[src/rtl/zled_code_blinker.sv]
// Status LED blinker: plays an accepted code as N blinks followed by a dark gap,
// repeating until a newly buffered code takes over at the end of a gap.
module zled_code_blinker #(
  parameter int CODE_W     = 4,
  parameter int ON_CYCLES  = 12_000_000,
  parameter int OFF_CYCLES = 13_000_000,
  parameter int GAP_CYCLES = 50_000_000
) (
  input  logic              iClk,
  input  logic              iRst,
  input  logic [CODE_W-1:0] iCode,
  input  logic              iCodeValid,
  output logic              oCodeReady,
  output logic              oLed,
  output logic              oBusy,
  output logic              oSeqDone
);

  localparam logic [31:0] ON_LAST  = 32'(ON_CYCLES - 1);
  localparam logic [31:0] OFF_LAST = 32'(OFF_CYCLES - 1);
  localparam logic [31:0] GAP_LAST = 32'(GAP_CYCLES - 1);

  typedef enum logic [1:0] {
    IDLE = 2'd0,
    ON   = 2'd1,
    OFF  = 2'd2,
    GAP  = 2'd3
  } state_t;

  state_t            state;
  logic [31:0]       phase;
  logic [CODE_W-1:0] blinks;
  logic [CODE_W-1:0] active_code;
  logic [CODE_W-1:0] pending_code;
  logic              pending_full;
  logic              accept;
  logic              pending_nonzero;

  assign accept          = iCodeValid && oCodeReady;
  assign pending_nonzero = (pending_code != '0);

  // Accepting a code and consuming the buffer never coincide: a full buffer
  // holds oCodeReady low, so the ordering of the two updates below is moot.
  always_ff @(posedge iClk) begin
    if (iRst) begin
      state        <= IDLE;
      phase        <= '0;
      blinks       <= '0;
      active_code  <= '0;
      pending_code <= '0;
      pending_full <= 1'b0;
      oCodeReady   <= 1'b1;
      oLed         <= 1'b0;
      oBusy        <= 1'b0;
      oSeqDone     <= 1'b0;
    end else begin
      oSeqDone <= 1'b0;
      phase    <= phase + 32'd1;

      if (accept) begin
        pending_code <= iCode;
        pending_full <= 1'b1;
        oCodeReady   <= 1'b0;
      end

      case (state)
        IDLE: begin
          phase <= '0;
          if (pending_full) begin
            active_code  <= pending_code;
            blinks       <= pending_code;
            pending_full <= 1'b0;
            oCodeReady   <= 1'b1;
            state        <= pending_nonzero ? ON : IDLE;
            oLed         <= pending_nonzero;
            oBusy        <= pending_nonzero;
          end
        end

        ON: begin
          if (phase == ON_LAST) begin
            state  <= OFF;
            phase  <= '0;
            blinks <= blinks - 1'b1;
            oLed   <= 1'b0;
          end
        end

        OFF: begin
          if (phase == OFF_LAST) begin
            phase <= '0;
            if (blinks != '0) begin
              state <= ON;
              oLed  <= 1'b1;
            end else begin
              state <= GAP;
            end
          end
        end

        GAP: begin
          if (phase == GAP_LAST) begin
            phase    <= '0;
            oSeqDone <= 1'b1;
            if (pending_full) begin
              active_code  <= pending_code;
              blinks       <= pending_code;
              pending_full <= 1'b0;
              oCodeReady   <= 1'b1;
              state        <= pending_nonzero ? ON : IDLE;
              oLed         <= pending_nonzero;
              oBusy        <= pending_nonzero;
            end else begin
              // No new code waiting: replay the same code from the top.
              blinks <= active_code;
              state  <= ON;
              oLed   <= 1'b1;
            end
          end
        end

        default: begin
          state <= IDLE;
          phase <= '0;
          oLed  <= 1'b0;
          oBusy <= 1'b0;
        end
      endcase
    end
  end

endmodule

[config.mk]
export PLATFORM = sky130hd
export DESIGN_NAME = zled_code_blinker
export DESIGN_NICKNAME = d
export VERILOG_FILES = /design/src/rtl/zled_code_blinker.sv
export SDC_FILE = /design/constraint.sdc
export NUM_CORES = 1
export LEC_CHECK = 0
export BUFFER_PORTS_ARGS = -buffer_cell sky130_fd_sc_hd__buf_2
export CORE_MARGIN = 2
export CORE_UTILIZATION = 60
export CTS_BUF_LIST = sky130_fd_sc_hd__clkbuf_16
export CTS_CLUSTER_DIAMETER = 40
export CTS_CLUSTER_SIZE = 16
export DETAILED_ROUTE_END_ITERATION = 10
export GPL_ROUTABILITY_DRIVEN = 0
export PLACE_DENSITY = 0.78
export SYNTH_ARGS = -nofsm -noshare
export SYNTH_HDL_FRONTEND = slang
export SYNTH_SLANG_ARGS = --single-unit
[constraint.sdc]
create_clock -name iClk -period 4.2 [get_ports iClk]
set_clock_uncertainty 0.1 [all_clocks]
set_input_delay 0.21 -clock iClk [delete_from_list [all_inputs] [get_ports iClk]]
set_output_delay 0.21 -clock iClk [all_outputs]
set_load 0.03 [all_outputs]
==> results.py <==
metrics = {
    "worst_setup_path": {
        "critPathLaunchType": "register",
        "reg2reg_slack_ns": 1.99,
        "required_ns": 4.27,
        "end_kind": "register",
        "crit_type": "register to register",
        "r2r_end": "phase[5]",
        "crit_path_max_fanout": 32,
        "timing.rr.start": "phase[0]",
        "r2r_cells": 6,
        "cp.arrival_ns": 2.27,
    },
    "final_layout": {
        "drive_above_1_share_pct": 9.83,
        "final_core_util_pct": 68.7,
        "fill_cells": 355,
        "antenna_cells": 0,
        "multi_input_area_um2": 1460,
        "area_delta_synth_final_pct": 9.18,
        "regArea_um2": 1020,
        "nNetsFinal": 309,
    },
    "logic_synthesis": {
        "yosys-top-cells-area": "dfxtp_1, nor2_1, xor2_1",
        "synth_edf_count": 0,
        "syn_avg_cell_area_um2": 8.96,
        "netlist.area_leader.share_pct": 40.3,
        "synth_nets": 298,
        "yosysSeqAreaShare_pct": 40.3,
        "netlist_instances": 283,
        "yosysWarningCount": 0,
        "synthArstFlopShare_pct": 0,
        "yosysTopAreaCell": "dfxtp_1",
        "ys.flop_type": "dfxtp_1",
        "ys_seq_elements": 51,
        "syn_area_um2": 2540,
        "ys_types": 49,
    },
    "floorplan": {
        "fp.dieH_um": 69.0,
        "die_x_um": 69.0,
        "core_um2": 4030,
        "pin_count": 11,
        "rows": 23,
        "dieArea_um2": 4760,
        "initial_utilization_pct": 63.0,
    },
    "clock_tree": {
        "ctsHoldBuffers": 0,
        "cts_tree": "built",
        "cts.sinks": 51,
        "max-clock-path-buffers": 2,
        "cts_made_buffers": 5,
        "post_cts_resized": 0,
        "cts_setup_buffers": 0,
        "clockRootBuffer": "clkbuf_16",
        "clkLatencyLatePin_ns": 0.29,
        "htreeDepth": 2,
        "clk_pin_slew_ns": 0.07,
    },
    "power": {
        "power.density_nw_per_um2": 450,
        "leakage_uw": 0.000951,
        "ir_drop_v": 0.000255,
    },
    "global_routing": {
        "grt_max_degree": 33,
        "grt_pass1_vias": 1969,
        "antenna_found_initial": 0,
        "gr-usage-all-layers_pct": 22.4,
        "overflow": 0,
        "grt_pass1_wl_um": 8780,
    },
    "drt": {
        "routed_wl_um": 5120,
        "wl_per_cell_um": 14.8,
        "drtIter0Drc": 130,
        "antenna_left": 0,
        "drt-vias-per-instance": 5.86,
        "drc": 0,
        "via_count": 2020,
        "drt_first_pass_iters": 4,
    },
    "timing": {
        "final.period_utilization_pct": 52.5,
        "hold_viol_final": 0,
        "tightest_slew_ns": 0.632,
        "max_freq_ghz": 0.453,
        "rsz0062_at_grt": "no",
        "relSlewSlack_pct": 57.5,
        "setup_viol": 0,
        "slew_viol_final": 0,
        "setup_tns_ns": 0,
        "min_period_ns": 2.21,
    },
    "run": {
        "cap_violations": 0,
    },
    "worst_hold_path": {
        "hold_path_depth": 3,
        "hp-class": "input pin to register",
        "whs_endpoint": "pending_code[1]",
        "worstHoldStart": "iCode[1]",
    },
    "place": {
        "port_buffers": 10,
        "hpwl_um": 3610,
    },
    "status": {
        "status": "complete, no violations",
    },
}
registers in the layout (all words and copies together), names as in the netlist:
signal / cells
phase: 32
active_code: 4
pending_full: 1
oLed: 1
state: 2
oCodeReady: 1
oSeqDone: 1
blinks: 4
oBusy: 1
pending_code: 4
report_power, final:
| part | internal, µW | switching (µW) | total, µW |
|---|---|---|---|
| Clock | 220 | 178 | 398 |
| Combinational | 121 | 178 | 299 |
| Sequential | 517 | 32.4 | 550 |
| Total | 858 | 389 | 1250 |
per-layer routing:
metal / share of wire, % / global-route usage (%)
met1: 47 / 28.6
met4: 2.1 / 9.59
met5: 0 / 0
met2: 47 / 36.3
met3: 3.4 / 5.12
cell usage after synthesis, types with 4 or more instances:
cell type and number:
nor2b_1 4, and4_1 4, nand4_1 17, or3_1 4, nor2_1 46, ha_1 8, dfxtp_1 51, nand2_1 15
and3_1 8, buf_2 5, mux2i_1 5, inv_1 7, o21ai_0 4, a21oi_1 13, xor2_1 19, nor3_1 5
xnor2_1 9, nand3_1 15
per-stage QoR:
stage	power, µW	area [µm²]	cells	hold WS, ns	setup slack [ns]
5_1_grt	1310	2770	345	0.0659	1.78
3_5_place_dp	858	2620	337	0.345	2.01
4_1_cts	1250	2770	345	0.0643	1.99
6_report	1250	2770	345	0.0683	1.99
3_3_place_gp	848	2620	337	0.340	2.03
2_1_floorplan	790	2540	283	0.257	2.27
worst max-delay path by stage:
stage | slack [ns] | cells after the start | from | end
3_5_place_dp | 2.01 | 6 | phase[0] | phase[5]
2_1_floorplan | 2.27 | 7 | phase[3] | oLed
4_1_cts | 1.99 | 6 | phase[0] | phase[5]
6_report | 1.99 | 6 | phase[0] | phase[5]
3_3_place_gp | 2.03 | 6 | phase[2] | phase[5]
5_1_grt | 1.78 | 6 | phase[2] | oLed
critical path, cell delays in order, from the launching register on:
cell	delay, ns
dfxtp_1	0.41
ha_1	0.36
nand4_2	0.20
o31ai_4	0.37
a311o_1	0.21
buf_4	0.31
nor3_1	0.11
layout by cell type (no fill, tap or decap), drive strengths merged, types with 2 or more instances in the layout:
master   n
nand2   15
dfxtp   51
nor4b    2
and4     4
or2      3
clkinv   2
and2     3
xnor2    9
nor4bb   2
nor3b    2
a211oi   2
and3     8
o21ai    7
nor2b    4
buf     11
nor3     5
xor2    19
nand2b   2
nor4     4
o31ai    3
inv      7
ha       8
mux2i    5
or3      4
nand4   19
nor2    46
a21oi   13
clkbuf   5
nand3   15
nand4b   2
layout make-up:
cell class,instances,share of cell area [%]
Clock buffer,5,4.52
Clock inverter,3,0.723
Inverter,7,0.949
Multi-Input combinational cell,218,52.6
Sequential cell,51,36.9
Tap cell,50,2.26
Timing Repair Buffer,11,2.08
cell families (layout without fill, tap and decap cells):
family                     after synthesis  count (layout)  share of synthesized area [%]
AOI/OAI and AO/OA                       34              34                           9.92
xor gates and xnor gates                28              28                           9.67
adders and majority gates                8               8                           3.95
buffers and inverters                   14              26                           2.32
DFF                                     51              51                           40.3
muxes                                    5               5                           1.97
and+or+nand+nor                        143             143                           31.9
No activity file was read; power rests on OpenSTA's default activity.
